**config.mk**
```make
export PLATFORM = sky130hd
export DESIGN_NAME = gamepad_serial_reader
export DESIGN_NICKNAME = d
export VERILOG_FILES = /design/src/rtl/gamepad_serial_reader.sv
export SDC_FILE = /design/constraint.sdc
export NUM_CORES = 1
export LEC_CHECK = 0
export CORE_MARGIN = 2
export CORE_UTILIZATION = 30
export CTS_BUF_LIST = sky130_fd_sc_hd__clkbuf_2 sky130_fd_sc_hd__clkbuf_4 sky130_fd_sc_hd__clkbuf_8
export CTS_CLUSTER_SIZE = 10
export DETAILED_ROUTE_END_ITERATION = 8
export MAX_ROUTING_LAYER = met4
export PLACE_DENSITY_LB_ADDON = 0.12
export SLEW_MARGIN = 20
export SYNTH_ARGS = -nofsm -noshare
export SYNTH_HDL_FRONTEND = slang
export SYNTH_SLANG_ARGS = --single-unit
```
**constraint.sdc**
```tcl
create_clock -name clk -period 1.7 [get_ports clk]
set_input_delay 0.34 -clock clk [delete_from_list [all_inputs] [get_ports clk]]
set_output_delay 0.34 -clock clk [all_outputs]
set_load 0.01 [all_outputs]
```
**src/rtl/gamepad_serial_reader.sv**
```systemverilog
// Latch/clock serial reader for two shift-register gamepads sharing latch and clock.
// Each request latches both pads, shifts BUTTON_COUNT bits and presents both words with a valid strobe.
module gamepad_serial_reader #(
    parameter int BUTTON_COUNT = 12,
    parameter int CLK_DIV      = 4,
    parameter int SYNC_INPUTS  = 1
) (
    input  logic                    clk,
    input  logic                    reset_n,
    input  logic                    start,
    output logic                    busy,
    output logic                    valid,
    output logic                    pad_latch,
    output logic                    pad_clk,
    input  logic [1:0]              pad_data,
    output logic [BUTTON_COUNT-1:0] p1_btn,
    output logic [BUTTON_COUNT-1:0] p2_btn
);
    localparam int DW = $clog2(CLK_DIV);
    localparam int IW = (BUTTON_COUNT > 1) ? $clog2(BUTTON_COUNT) : 1;

    localparam logic [2:0] IDLE  = 3'd0;
    localparam logic [2:0] LATCH = 3'd1;
    localparam logic [2:0] LOW   = 3'd2;
    localparam logic [2:0] HIGH  = 3'd3;
    localparam logic [2:0] DONE  = 3'd4;

    logic [2:0]              state;
    logic [DW-1:0]           div_cnt;
    logic [IW-1:0]           idx;
    logic [BUTTON_COUNT-1:0] sh1, sh2, cap1, cap2;
    logic [1:0]              data_s;
    logic                    div_end, last_bit;

    generate
        if (SYNC_INPUTS != 0) begin : g_sync
            logic [1:0] s0, s1;
            always_ff @(posedge clk or negedge reset_n) begin
                if (!reset_n) begin
                    s0 <= '0;
                    s1 <= '0;
                end else begin
                    s0 <= pad_data;
                    s1 <= s0;
                end
            end
            assign data_s = s1;
        end else begin : g_nosync
            assign data_s = pad_data;
        end
    endgenerate

    assign div_end  = (div_cnt == DW'(CLK_DIV - 1));
    assign last_bit = (idx == IW'(BUTTON_COUNT - 1));

    // Shift words with the current bit merged in, so the last bit can go straight to the outputs.
    always_comb begin
        cap1      = sh1;
        cap2      = sh2;
        cap1[idx] = data_s[0];
        cap2[idx] = data_s[1];
    end

    always_ff @(posedge clk or negedge reset_n) begin
        if (!reset_n) begin
            state     <= IDLE;
            div_cnt   <= '0;
            idx       <= '0;
            sh1       <= '0;
            sh2       <= '0;
            busy      <= 1'b0;
            valid     <= 1'b0;
            pad_latch <= 1'b0;
            pad_clk   <= 1'b0;
            p1_btn    <= '0;
            p2_btn    <= '0;
        end else begin
            valid <= 1'b0;
            case (state)
                IDLE: begin
                    pad_latch <= 1'b0;
                    pad_clk   <= 1'b0;
                    busy      <= 1'b0;
                    if (start) begin
                        state     <= LATCH;
                        div_cnt   <= '0;
                        idx       <= '0;
                        sh1       <= '0;
                        sh2       <= '0;
                        busy      <= 1'b1;
                        pad_latch <= 1'b1;
                    end
                end
                LATCH: begin
                    if (div_end) begin
                        state     <= LOW;
                        div_cnt   <= '0;
                        pad_latch <= 1'b0;
                    end else begin
                        div_cnt <= div_cnt + 1'b1;
                    end
                end
                LOW: begin
                    if (div_end) begin
                        div_cnt <= '0;
                        sh1     <= cap1;
                        sh2     <= cap2;
                        if (last_bit) begin
                            state  <= DONE;
                            p1_btn <= cap1;
                            p2_btn <= cap2;
                            valid  <= 1'b1;
                            busy   <= 1'b0;
                        end else begin
                            state   <= HIGH;
                            pad_clk <= 1'b1;
                        end
                    end else begin
                        div_cnt <= div_cnt + 1'b1;
                    end
                end
                HIGH: begin
                    if (div_end) begin
                        state   <= LOW;
                        div_cnt <= '0;
                        pad_clk <= 1'b0;
                        idx     <= idx + 1'b1;
                    end else begin
                        div_cnt <= div_cnt + 1'b1;
                    end
                end
                DONE:    state <= IDLE;
                default: state <= IDLE;
            endcase
        end
    end
endmodule

```
# Yosys cells after proc, flatten, opt, wreduce, memory -nomap -nowiden
# Index checks and enable logic that the tools add are counted.
dict set report op_classes {
  n_eq_ne 12
  order_cmp 2
  add_sub_neg 2
  n_reduce_logical 17
  muxes 32
}
# op n
set ops {}
lappend ops {{case mux 12 bit (2 select lines)} 2}
lappend ops {{two-way mux 12 bit} 3}
lappend ops {{bitwise mux 12 bit} 2}
lappend ops {{AND reduction 3 bit} 5}
lappend ops {{two-way mux 3 bit} 4}
lappend ops {{inequality test 2 bit (second input constant)} 6}
lappend ops {{two-way mux 1 bit} 10}
lappend ops {{case mux 3 bit (3 select lines)} 1}
lappend ops {{two-way mux 4 bit} 2}
lappend ops {{case mux 4 bit (2 select lines)} 1}
lappend ops {{nonzero test 2 bit} 4}
lappend ops {{== test 3 x 2 -> 1 bit (second input constant)} 2}
lappend ops {{< comparator 4 x 5 -> 1 bit (second input constant)} 1}
lappend ops {{adder 4 x 1 -> 4 bit (second input constant)} 1}
lappend ops {{demux 1 bit (select 4 bit)} 1}
lappend ops {{== test 4 bit (second input constant)} 1}
lappend ops {{>= comparator 4 x 1 -> 1 bit (second input constant)} 1}
lappend ops {{two-way mux 2 bit} 2}
lappend ops {{case mux 1 bit (2 select lines)} 2}
lappend ops {{case mux 2 bit (2 select lines)} 1}
lappend ops {{AND reduction 2 bit} 2}
lappend ops {{AND reduction 4 bit} 1}
lappend ops {{== test 3 x 1 -> 1 bit (second input constant)} 1}
lappend ops {{logical NOT 3 bit} 1}
lappend ops {{8 further kinds} 8}
dict set report word_totals {
  ff_bits 65
  in_bits 5
  output_inout_bits 28
  word_cells 78
}

# Logic depth before layout (Yosys ltp)
# Gate-level depths: netlist (run 1).
dict set report depth {
  word_depth 7
  depth_mapped 6
}

# Worst setup path after synthesis (run 1)
# No wires, ideal clock.
dict set report synth_path {
  path_kind {reg2reg}
  startpoint {register div_cnt[0]}
  endpoint {register sh1[0]}
  stages_incl_launch_ff 7
  slack_ps 73
  period_less_slack_ps 1627
  arrival_time_ps 1549
  t_required_ps 1622
  path_cell_list {dfrtp_1 -> ha_1 -> buf_2 -> mux2i_2 -> nand2b_1 -> buf_2 -> o2bb2ai_1}
}
dict set report synth_via {
  elab_chain_cells 3
}
# item line
set synth_lines {}
lappend synth_lines {{start: declaration} 29} ;# logic [DW-1:0] div_cnt;
lappend synth_lines {{start signal: assignment} 100} ;# div_cnt <= div_cnt + 1'b1;
lappend synth_lines {{start signal: assignment} 119} ;# div_cnt <= div_cnt + 1'b1;
lappend synth_lines {{start signal: assignment} 129} ;# div_cnt <= div_cnt + 1'b1;
lappend synth_lines {{== test 2 bit} 53} ;# assign div_end = (div_cnt == DW'(CLK_DIV - 1));
lappend synth_lines {{inequality test 2 bit (no line)} -}
lappend synth_lines {{AND reduction 3 bit (no line)} -}
lappend synth_lines {{end signal: assignment} 106} ;# sh1 <= cap1;
lappend synth_lines {{end: declaration} 31} ;# logic [BUTTON_COUNT-1:0] sh1, sh2, cap1, cap2;
# Every way passes these cells.
# A chain may end at the register's enable or synchronous reset.

# Worst setup path after layout (run 1)
dict set report layout_path {
  startpoint {register idx[1]}
  endpoint {register sh2[3]}
}
dict set report layout_via {
  elab_chain_cells 7
  elab_cells_between_ends 8
  cone_classes {order compare: 2; mux: 5; reduce/logical: 1}
}
# item line
set layout_lines {}
lappend layout_lines {{start: declaration} 30} ;# logic [IW-1:0] idx;
lappend layout_lines {{start signal: assignment} 127} ;# idx <= idx + 1'b1;
lappend layout_lines {{< comparator 4 x 5 -> 1 bit (implied by the code) or >= comparator 4 x 1 -> 1 bit (tied branches)} 61} ;# cap2[idx] = data_s[1];
lappend layout_lines {{logical AND 1 bit (implied by the code)} 61}
lappend layout_lines {{two-way mux 1 bit (implied by the code)} 61}
lappend layout_lines {{demux 1 bit (select 4 bit) (*)} 61}
lappend layout_lines {{bitwise mux 12 bit (*)} 61}
lappend layout_lines {{two-way mux 12 bit (*)} 104} ;# if (div_end) begin
lappend layout_lines {{case mux 12 bit (2 select lines) (*)} 79} ;# case (state)
lappend layout_lines {{end signal: assignment} 107} ;# sh2 <= cap2;
lappend layout_lines {{end: declaration} 31}
# Every way passes the cells marked *; elsewhere a longest branch is shown, timed or not. The select of a mux whose other input is x is not followed.

==> results_dict.tcl, run 1 <==
set metrics [dict create \
    worstPathMaxFanout 4 \
    drt_iter0_drc 63 \
    hp-class "flip-flop to flip-flop" \
    ir_drop_uv 738 \
    grt_overflow 0 \
    coreArea_um2 9240 \
    crit_path_end_kind "flip-flop" \
    grt_pass1_vias 2293 \
    clk-insertion-delay-late_ps 350 \
    root_buffer "clkbuf_8" \
    wirelength_mm 7.09 \
    seq_area_frac_synth 0.550 \
    synth.most_common_cell "dfrtp_1" \
    die_h_um 102 \
    numCtsBuffers 9 \
    synth.distinct_cells 39 \
    worstSetupStartpointType "flip-flop" \
    track_usage 0.156 \
    start_util 0.310 \
    multi_input_area_um2 1260 \
    nFillCells 897 \
    htreeDepth 3 \
    criticalPathCategory "flip-flop to flip-flop" \
    cts.clk_slew.worst_paths_ps 70 \
    boundaryPins 33 \
    viasPerCell 4.81 \
    drtPass1Iterations 4 \
    finalSetupViolCount 0 \
    p_per_area_nw_per_um2 1550 \
    num_antenna_cells 0 \
    tightest_slew_ps 519 \
    antenna_found_initial 0 \
    post_dp_cell_area_um2 3590 \
    cts_tree "built" \
    netlist_area_um2 2870 \
    port_buffers 32 \
    clock_skew_ps 5.86 \
    rows 35 \
    areaGrowthSynthToFinish_pct 38.0 \
    min_period_ps 1680 \
    outcome "finished, final reports clean" \
    wl_per_cell_um 15.6 \
    drv_cap 0 \
    seqCellArea_um2 1580 \
    cts.sinks 63 \
    grt_max_degree 24 \
    syn_avg_cell_area_um2 11.3 \
    reg2reg_from "idx[1]" \
    yosys-top-cells-area "dfrtp_1, o21ai_0, mux2i_1" \
    yosys_warnings 0 \
    p_leak_nw 1.69 \
    hold_violations 0 \
    crit_start "idx[1]" \
    hpwlAfterDp_mm 4.74 \
    rsz0062_at_grt "true" \
    critical_path_required_ps 1920 \
    synthCells 254 \
    worst_ep_arrival_time_ps 1900 \
    slew-limit-headroom 0.646 \
    layout-drive-gt1-share 0.270 \
    synth_common_cells "dfrtp_1, o21ai_0, inv_1, mux2i_1" \
    slew_violations 0 \
    final_net_count 331 \
    hold_start "g_sync.s0[1]" \
    cts_buffer_depth 2 \
    die-area_um2 10400 \
    grt_pass1_wl_mm 11.8 \
    fmax_ghz 0.597 \
    synth_edf_count 0 \
    vias 2188 \
    synth_top_area_share 0.550 \
    die_w_um 102 \
    async_reset_ff_frac 1.00 \
    final_area_um2 3960 \
    finalSetupTns_ps 0 \
    post-route-period-util 0.986 \
    yosys_register_bits 63 \
    ys.flop_type "dfrtp_1" \
    place_congestion 0.783 \
    antenna_left 0 \
    drc 0 \
    synth_nets 264 \
    yosys.area.top_type "dfrtp_1" \
]
## critical path, cell delays in order (launching register included)
cell and delay, ps:
dfrtp_2 430, ha_4 170, or3b_4 390, a2111o_1 440, o2bb2ai_1 140
## layout make-up
cell class / count / share of cell area
repair buffers: 76 / 0.177
well taps: 129 / 0.0408
clock inverters: 3 / 0.00443
inverters: 19 / 0.0180
flip-flops and latches: 63 / 0.399
multi-input cells: 152 / 0.318
clock buffers: 13 / 0.0421
## per-stage QoR
stage	power, mW	utilization	setup WS (ps)	cells	hold slack, ps
global placement	4.57	0.389	-179	434	250
detailed placement	4.61	0.389	-200	434	255
global route	6.61	0.428	-12.7	455	364
floorplan	3.57	-	72.9	254	44.4
CTS	5.99	0.417	8.20	452	361
finish	6.13	0.428	24.5	455	356
## where the power goes
group          internal [mW]  leakage, nW  switching [mW]
Combinational           1.42        0.754            1.25
Sequential              1.92        0.836           0.310
Clock                  0.637       0.0963           0.598
Total                   3.98         1.69            2.15
## layer usage
metal | track usage | wire [µm] | share of wire | vias to the layer above
li1 | - | - | - | 1061
met1 | 0.200 | 3310 | 0.47 | 1087
met5 | - | 0 | 0 | -
met4 | 0.0665 | 110 | 0.016 | 0
met2 | 0.232 | 3420 | 0.48 | 31
met3 | 0.0400 | 241 | 0.034 | 9
## logic make-up (layout without fill, tap and decap cells)
logic type / after synthesis / count (layout) / share of synthesized area
AOI/OAI and AO/OA: 85 / 85 / 0.197
xor gates and xnor gates: 2 / 2 / 0.00611
muxes: 24 / 24 / 0.0869
adders and majority gates: 5 / 5 / 0.0218
and+or+nand+nor: 36 / 36 / 0.0808
buffers and inverters: 39 / 111 / 0.0572
DFF: 63 / 63 / 0.550
## state kept, by name (all words and copies together), names as in the netlist, 2 cells and up
name,cells
p1_btn,12
sh2,11
idx,4
p2_btn,12
state,3
g_sync.s0,2
div_cnt,2
data_s,2
sh1,11
## repair_timing
item	CTS	global route
pin swaps	1	4
endpoints found under the hold margin	8	0
gates cloned	0	0
hold buffers	1	0
endpoints found under the setup margin	33	30
resized for setup	10	18
setup buffers	1	3
## placed cells by master (no fill, tap or decap), drive strengths merged, types with 6 or more instances in the layout
master and instances:
dfrtp 63, clkdlybuf4s50 31, buf 44, inv 19, clkbuf 13, nand3b 8
mux2i 20, o22ai 12, o2bb2ai 12, nand2 6, o21ai 44
## worst paths after layout
kind / cells after the start / slack, ps / to
min in group asynchronous: 2 / 420 / p1_btn[10]
max reg2reg: 4 / 20 / sh2[3]
min reg2reg: 0 / 360 / data_s[1]
max in group asynchronous: 3 / 780 / sh2[10]
min: 0 / 360 / data_s[1]
max: 4 / 20 / sh2[3]
No activity file was read; power rests on OpenSTA's default activity.
==> run 2: changes to the inputs <==
- ABC_CLOCK_PERIOD_IN_PS: unset -> 1700
- GPL_TIMING_DRIVEN: unset -> 1
==> results of run 2 <==
The final DEF is identical to that of run 1; final timing and power are the same.
